### config.mk
export PLATFORM = sky130hd
export DESIGN_NAME = mux_arb
export DESIGN_NICKNAME = d
export VERILOG_FILES = /design/src/rtl/mux_arb.sv
export SDC_FILE = /design/constraint.sdc
export NUM_CORES = 1
export LEC_CHECK = 0
export CORE_MARGIN = 2
export CORE_UTILIZATION = 48
export CTS_CLUSTER_DIAMETER = 200
export CTS_CLUSTER_SIZE = 24
export DETAILED_ROUTE_END_ITERATION = 6
export HOLD_SLACK_MARGIN = 0.02
export PLACE_DENSITY = 0.74
export SETUP_SLACK_MARGIN = 0.1
export SLEW_MARGIN = 20
export SYNTH_ARGS = -nofsm -noshare
export SYNTH_HDL_FRONTEND = slang
export SYNTH_SLANG_ARGS = --single-unit
export TNS_END_PERCENT = 50
### constraint.sdc
create_clock -name clk -period 2 [get_ports clk]
set_input_delay 0.3 -clock clk [delete_from_list [all_inputs] [get_ports clk]]
set_output_delay 0.3 -clock clk [all_outputs]
set_load 0.05 [all_outputs]
### src/rtl/mux_arb.sv
// mux_arb: packet-level round-robin arbiter for the 2:1 router output mux.
// Locks the mux from head to tail and polices framing with a length watchdog.
module mux_arb #(
    parameter int MAXLEN = 32,
    parameter int CNTW   = 6,
    parameter int TYPEW  = 2
) (
    input  logic             clk,
    input  logic             rst,
    input  logic             ivalid_0,
    input  logic [TYPEW-1:0] itype_0,
    input  logic             ivalid_1,
    input  logic [TYPEW-1:0] itype_1,
    input  logic             oready,
    output logic [1:0]       sel,
    output logic             iready_0,
    output logic             iready_1,
    output logic             busy,
    output logic             err_len,
    output logic             err_proto
);

    // Flit type encoding shared with the router: NONE=0, HEAD=1, DATA=2, TAIL=3.
    localparam logic [TYPEW-1:0] TYPE_HEAD = TYPEW'(1);
    localparam logic [TYPEW-1:0] TYPE_TAIL = TYPEW'(3);
    localparam logic [CNTW-1:0]  CNT_MAX   = CNTW'(MAXLEN);

    typedef enum logic [1:0] {
        IDLE  = 2'd0,
        LOCK0 = 2'd1,
        LOCK1 = 2'd2
    } state_t;

    state_t            state_q, state_d;
    logic              last_q, last_d;
    logic [CNTW-1:0]   cnt_q, cnt_d;
    logic [CNTW-1:0]   cnt_inc;
    logic              err_len_d, err_proto_d;
    logic [1:0]        sel_d;
    logic              busy_d;
    logic              head_0, head_1;
    logic              stray_0, stray_1;
    logic              xfer_0, xfer_1;

    assign head_0  = ivalid_0 && (itype_0 == TYPE_HEAD);
    assign head_1  = ivalid_1 && (itype_1 == TYPE_HEAD);
    assign stray_0 = ivalid_0 && (itype_0 != TYPE_HEAD);
    assign stray_1 = ivalid_1 && (itype_1 != TYPE_HEAD);
    assign xfer_0  = ivalid_0 && iready_0;
    assign xfer_1  = ivalid_1 && iready_1;
    assign cnt_inc = cnt_q + 1'b1;

    always_ff @(posedge clk) begin
        if (rst) begin
            state_q   <= IDLE;
            last_q    <= 1'b1;
            cnt_q     <= '0;
            sel       <= 2'b00;
            busy      <= 1'b0;
            err_len   <= 1'b0;
            err_proto <= 1'b0;
        end else begin
            state_q   <= state_d;
            last_q    <= last_d;
            cnt_q     <= cnt_d;
            sel       <= sel_d;
            busy      <= busy_d;
            err_len   <= err_len_d;
            err_proto <= err_proto_d;
        end
    end

    always_comb begin
        state_d     = state_q;
        last_d      = last_q;
        cnt_d       = cnt_q;
        err_len_d   = 1'b0;
        err_proto_d = 1'b0;
        unique case (state_q)
            IDLE: begin
                err_proto_d = stray_0 || stray_1;
                // On a tie, the input not granted last time wins.
                if (head_0 && (!head_1 || last_q)) begin
                    state_d = LOCK0;
                    last_d  = 1'b0;
                    cnt_d   = '0;
                end else if (head_1) begin
                    state_d = LOCK1;
                    last_d  = 1'b1;
                    cnt_d   = '0;
                end
            end
            LOCK0: begin
                if (xfer_0) begin
                    cnt_d = cnt_inc;
                    if (itype_0 == TYPE_TAIL) begin
                        state_d = IDLE;
                    end else if (cnt_inc == CNT_MAX) begin
                        state_d   = IDLE;
                        err_len_d = 1'b1;
                    end
                end
            end
            LOCK1: begin
                if (xfer_1) begin
                    cnt_d = cnt_inc;
                    if (itype_1 == TYPE_TAIL) begin
                        state_d = IDLE;
                    end else if (cnt_inc == CNT_MAX) begin
                        state_d   = IDLE;
                        err_len_d = 1'b1;
                    end
                end
            end
            default: state_d = IDLE;
        endcase
    end

    always_comb begin
        iready_0 = 1'b0;
        iready_1 = 1'b0;
        sel_d    = 2'b00;
        busy_d   = (state_d != IDLE);
        unique case (state_q)
            IDLE: begin
                // Non-head flits outside a packet are drained and dropped.
                iready_0 = stray_0;
                iready_1 = stray_1;
            end
            LOCK0:   iready_0 = oready;
            LOCK1:   iready_1 = oready;
            default: ;
        endcase
        unique case (state_d)
            LOCK0:   sel_d = 2'b01;
            LOCK1:   sel_d = 2'b10;
            default: sel_d = 2'b00;
        endcase
    end

endmodule

==> After elaboration in Yosys (flattened, before gate mapping) <==
Index checks and enable logic that the tools add are counted.
{ "totals": {"reg_bits": 14, "input_bits": 9, "out_inout_bits": 7, "elab_cells": 64} }
{ "op_classes": {"addsub": 1, "n_eq_ne": 14, "mux": 24, "bitwise_logic": 1, "reduce_logical": 17} }
{ "ops": {"columns": ["cell", "count"], "rows": [
  ["6-bit two-way mux", 4],
  ["6-bit one-hot mux with 3 select lines", 1],
  ["2-bit two-way mux", 7],
  ["2-bit by 1-bit equality test with 1-bit output (second input constant)", 4],
  ["2-bit equality test (second input constant)", 4],
  ["1-bit logical AND", 7],
  ["1-bit two-way mux", 7],
  ["6-bit by 1-bit adder with 6-bit output (second input constant)", 1],
  ["6-bit equality test (second input constant)", 1],
  ["1-bit one-hot mux with 2 select lines", 3],
  ["2-bit one-hot mux with 3 select lines", 1],
  ["2-bit by 1-bit inequality test with 1-bit output (second input constant)", 2],
  ["2-bit inequality test (second input constant)", 2],
  ["2-bit one-hot mux with 2 select lines", 1],
  ["4-bit AND reduction", 1],
  ["2-bit nonzero test", 2],
  ["3-bit inequality test (second input constant)", 1],
  ["3-bit nonzero test", 1],
  ["2-bit zero test", 1],
  ["1-bit logical OR", 2],
  ["2-bit AND reduction", 1],
  ["2-bit OR reduction", 1],
  ["1-bit zero test", 1],
  ["1-bit NOT", 1]
]} }

==> Depth between registers and ports, before layout <==
{ "logic_depth": {"ltp_word": 9, "ltp_mapped": 8, "mapped_depth_nobuf": 7} }

==> Worst setup path before layout <==
No wires, ideal clock.
{ "synth_path": {"path_kind": "register to register", "start": "reg state_q[0]", "end": "reg cnt_q[4]", "setup_time_ns": 0.087, "arrival_time_ns": 1.702, "t_required_ns": 1.913, "path_slack_ns": 0.211, "path_stages_with_launch": 8, "n_path_buf": 1, "synth_period_minus_slack_ns": 1.789, "path_cell_list": "dfxtp_1 > inv_1 > ha_1 > clkbuf_1 > a31oi_1 > nand4_1 > or4_1 > o31ai_1"} }
{ "synth_via": {"elab_chain_len": 5, "elab_cells_between_ends": 13, "classes_between": "eq/ne (5); mux (3); reduce/logical (5)"} }
{ "synth_lines": {"columns": ["element", "line", "source"], "rows": [
  ["from (decl)", "34", "state_t state_q, state_d;"],
  ["from (signal assigned)", "63", "state_q <= state_d;"],
  ["2-bit equality test (tied with other cells)", "79, 124", null],
  ["1-bit one-hot mux with 2 select lines", "124", "unique case (state_q)"],
  ["1-bit logical AND, on equally long branches", "50, 49", null],
  ["2-bit inequality test (no source line)", null, null],
  ["4-bit AND reduction (no source line)", null, null],
  ["to (signal assigned)", "65", "cnt_q <= cnt_d;"],
  ["to (decl)", "36", "logic [CNTW-1:0] cnt_q, cnt_d;"]
]} }
Several ways; a longest one is shown, not always the timed one.
A chain may end at the register's enable or synchronous reset.

==> Worst setup path after layout <==
{ "layout_path": {"start": "reg state_q[1]", "end": "reg cnt_q[4]"} }
The elaborated chain is that of the path after synthesis.

==> results.py <==
metrics = {
    "run_status": {
        "status": "complete, no violations",
    },
    "cts": {
        "htree_levels": 1,
        "cts_tree": "yes",
        "cts_buffer_depth": 2,
        "clock_latency_ps": 290,
        "cts_hold_buf": 0,
        "cts_buffers": 3,
        "clock-root-buffer": "clkbuf_4",
        "cts.clk_slew.worst_paths_ps": 80,
        "cts.sinks": 14,
    },
    "detailed_routing": {
        "drtIter0Drc": 34,
        "ant_nets": 0,
        "wl_per_cell_um": 12.92,
        "dr.pass1.iters": 4,
        "route.final.wire_length_mm": 2.080,
        "via_per_inst": 5.758,
        "vias": 927,
        "drc_errors": 0,
    },
    "cells_and_area": {
        "final_cell_mix": "nand2_1, clkdlybuf4s50_1, dfxtp_1",
        "layout.nets": 152,
        "final_layout_size_suffix_gt1_frac": 0.2132,
        "syn_to_final_growth_pct": 34.99,
        "final_common_cell": "nand2_1",
        "diodes": 0,
        "fin_util": 0.7025,
    },
    "timing": {
        "fin_skew_ps": 0.5761,
        "post-route-min-period_ps": 1842,
        "worst_slack_ps": 157.6,
        "fin_crit_sh": 0.9212,
        "worstMarginPinSlew_ps": 499.3,
        "fmax_mhz": 542.8,
        "relSlewSlack": 0.6661,
        "drv_slew": 0,
        "finalHoldViolations": 0,
        "finalSetupViolations": 0,
        "rsz0062_at_grt": "yes",
    },
    "floorplan": {
        "die-area_um2": 2256,
        "num_rows": 15,
        "initial_utilization": 0.5204,
        "die_x_um": 47.50,
        "pin_count": 16,
        "die_y_um": 47.50,
        "core_area_um2": 1745,
    },
    "job": {
        "cap_violations": 0,
    },
    "setup_path": {
        "cp_cell_sequence": "inv_1, ha_1, a21bo_2, a31o_2, nand4_1, or4_1, o31ai_1",
        "arrival_ps": 2050,
        "crit_slowest_cell": "or4_1",
        "cp.required_ps": 2210,
        "crit_path_end_kind": "flip-flop",
        "worstPathMaxFanout": 5,
        "max_stage_delay_ps": 510,
        "start_kind": "flip-flop",
        "crit_type": "reg -> reg",
    },
    "power_and_ir_drop": {
        "power_mw": 0.8025,
        "p_per_area_nw_per_um2": 654.4,
        "leakage_nw": 0.4819,
        "ir_drop_mv": 0.5733,
    },
    "placed_design": {
        "place_hpwl_mm": 1.553,
        "place.gp.congestion": 0.8896,
        "portBuffers": 15,
        "place_ws_ps": -21.54,
    },
    "worst_hold_path": {
        "hold_path_class": "reg -> reg",
    },
    "logic_synthesis": {
        "syn_area_per_cell_um2": 8.184,
        "ys_seq_elements": 14,
        "yosysSeqAreaShare": 0.3085,
        "syn_inst": 111,
        "yosys_warnings": 0,
        "yosysUniqueCellTypes": 37,
        "syn-cell-area_um2": 908.4,
        "syn_nets": 126,
    },
    "grt": {
        "grt_first_pass_wirelength_mm": 3.401,
        "grt_usage": 0.2167,
        "overflow": 0,
        "grt_max_degree": 10,
        "grt_pass1_vias": 769,
        "antenna_found_initial": 0,
    },
}
## cell usage after synthesis (all sizes together)
cell	number	area share
o22ai	1	0.0069
o21ai	3	0.017
or4	2	0.017
nand2b	2	0.014
nand4	3	0.021
o211a	1	0.019
a211oi	1	0.022
and4b	1	0.011
and3	2	0.014
a2bb2oi	1	0.0096
nand2	15	0.062
a31oi	3	0.021
a22oi	1	0.0083
o31ai	2	0.017
a31o	2	0.019
o21a	1	0.0083
inv	10	0.041
nor2	3	0.012
xnor2	1	0.0096
o32ai	1	0.0096
clkbuf	2	0.0083
nand3	5	0.028
and3b	1	0.0096
nor4	1	0.0069
o21bai	2	0.017
a2bb2o	1	0.022
dfxtp	14	0.31
a21bo	2	0.022
or2	3	0.021
or3	2	0.014
a2111o	1	0.012
nor3	2	0.011
nand3b	3	0.025
a21oi	10	0.055
ha	6	0.083
## metal layers
layer | part of all wire | track usage | wire [um]
met2 | 0.48 | 0.3324 | 1001
met1 | 0.45 | 0.2883 | 937
met5 | 0 | 0 | 0
met4 | 0.011 | 0.06667 | 22
met3 | 0.057 | 0.07170 | 119
## path summary, 6_finish.rpt
check                                 from  endpoint  slack [ps]  cells after the start
worst max register to register  state_q[1]  cnt_q[4]         160                      7
worst max-delay path            state_q[1]  cnt_q[4]         160                      7
worst min-delay path              cnt_q[5]  cnt_q[5]         510                      2
worst min register to register    cnt_q[5]  cnt_q[5]         510                      2
## what timing repair did
item | 4_1_cts | 5_1_grt
pin swaps | 1 | 1
resized for setup | 1 | 8
setup buffers | 1 | 0
endpoints found under the setup margin | 2 | 10
## critical path: cells and delay by family (launching register included)
family          cells  cell delay, ps
compound gates      3             410
fa+ha+maj           1             230
buf+inv             1              70
simple gates        2             680
flops               1             390
## where the power goes
group	switching (mW)	internal (mW)	leakage, nW
logic	0.162	0.126	0.345
clock network	0.0961	0.111	0.0210
registers	0.0127	0.294	0.116
## sequential cells by signal (all words and copies together) (netlist names)
name / flops
sel: 2
cnt_q: 6
err_proto: 1
state_q: 2
busy: 1
last_q: 1
err_len: 1
## cells by family after synthesis
| logic type | after synthesis | synth area share |
|---|---|---|
| compound gates | 33 | 0.2851 |
| xor+xnor | 1 | 0.009644 |
| fa+ha+maj | 6 | 0.08264 |
| buf+inv | 12 | 0.04959 |
| flops | 14 | 0.3085 |
| simple gates | 45 | 0.2645 |
## cell type report
type	instances	area, um^2
sequential	14	286.5
multi-input combinational	85	604.3
clock buffer	4	36.28
timing repair buffer	23	230.2
tap	25	31.28
fill	136	519.2
inverter	10	37.54
## through the flow
step           std cells  setup TNS (ps)  hold WS [ps]  cell area, um^2
2_1_floorplan        111               0         465.3            908.4
3_3_place_gp         156               0         484.9             1155
3_5_place_dp         156          -21.54         490.5             1155
4_1_cts              161               0         502.5             1200
5_1_grt              161               0         532.3             1226
6_report             161               0         505.0             1226
(Power assumes the default switching activity.)
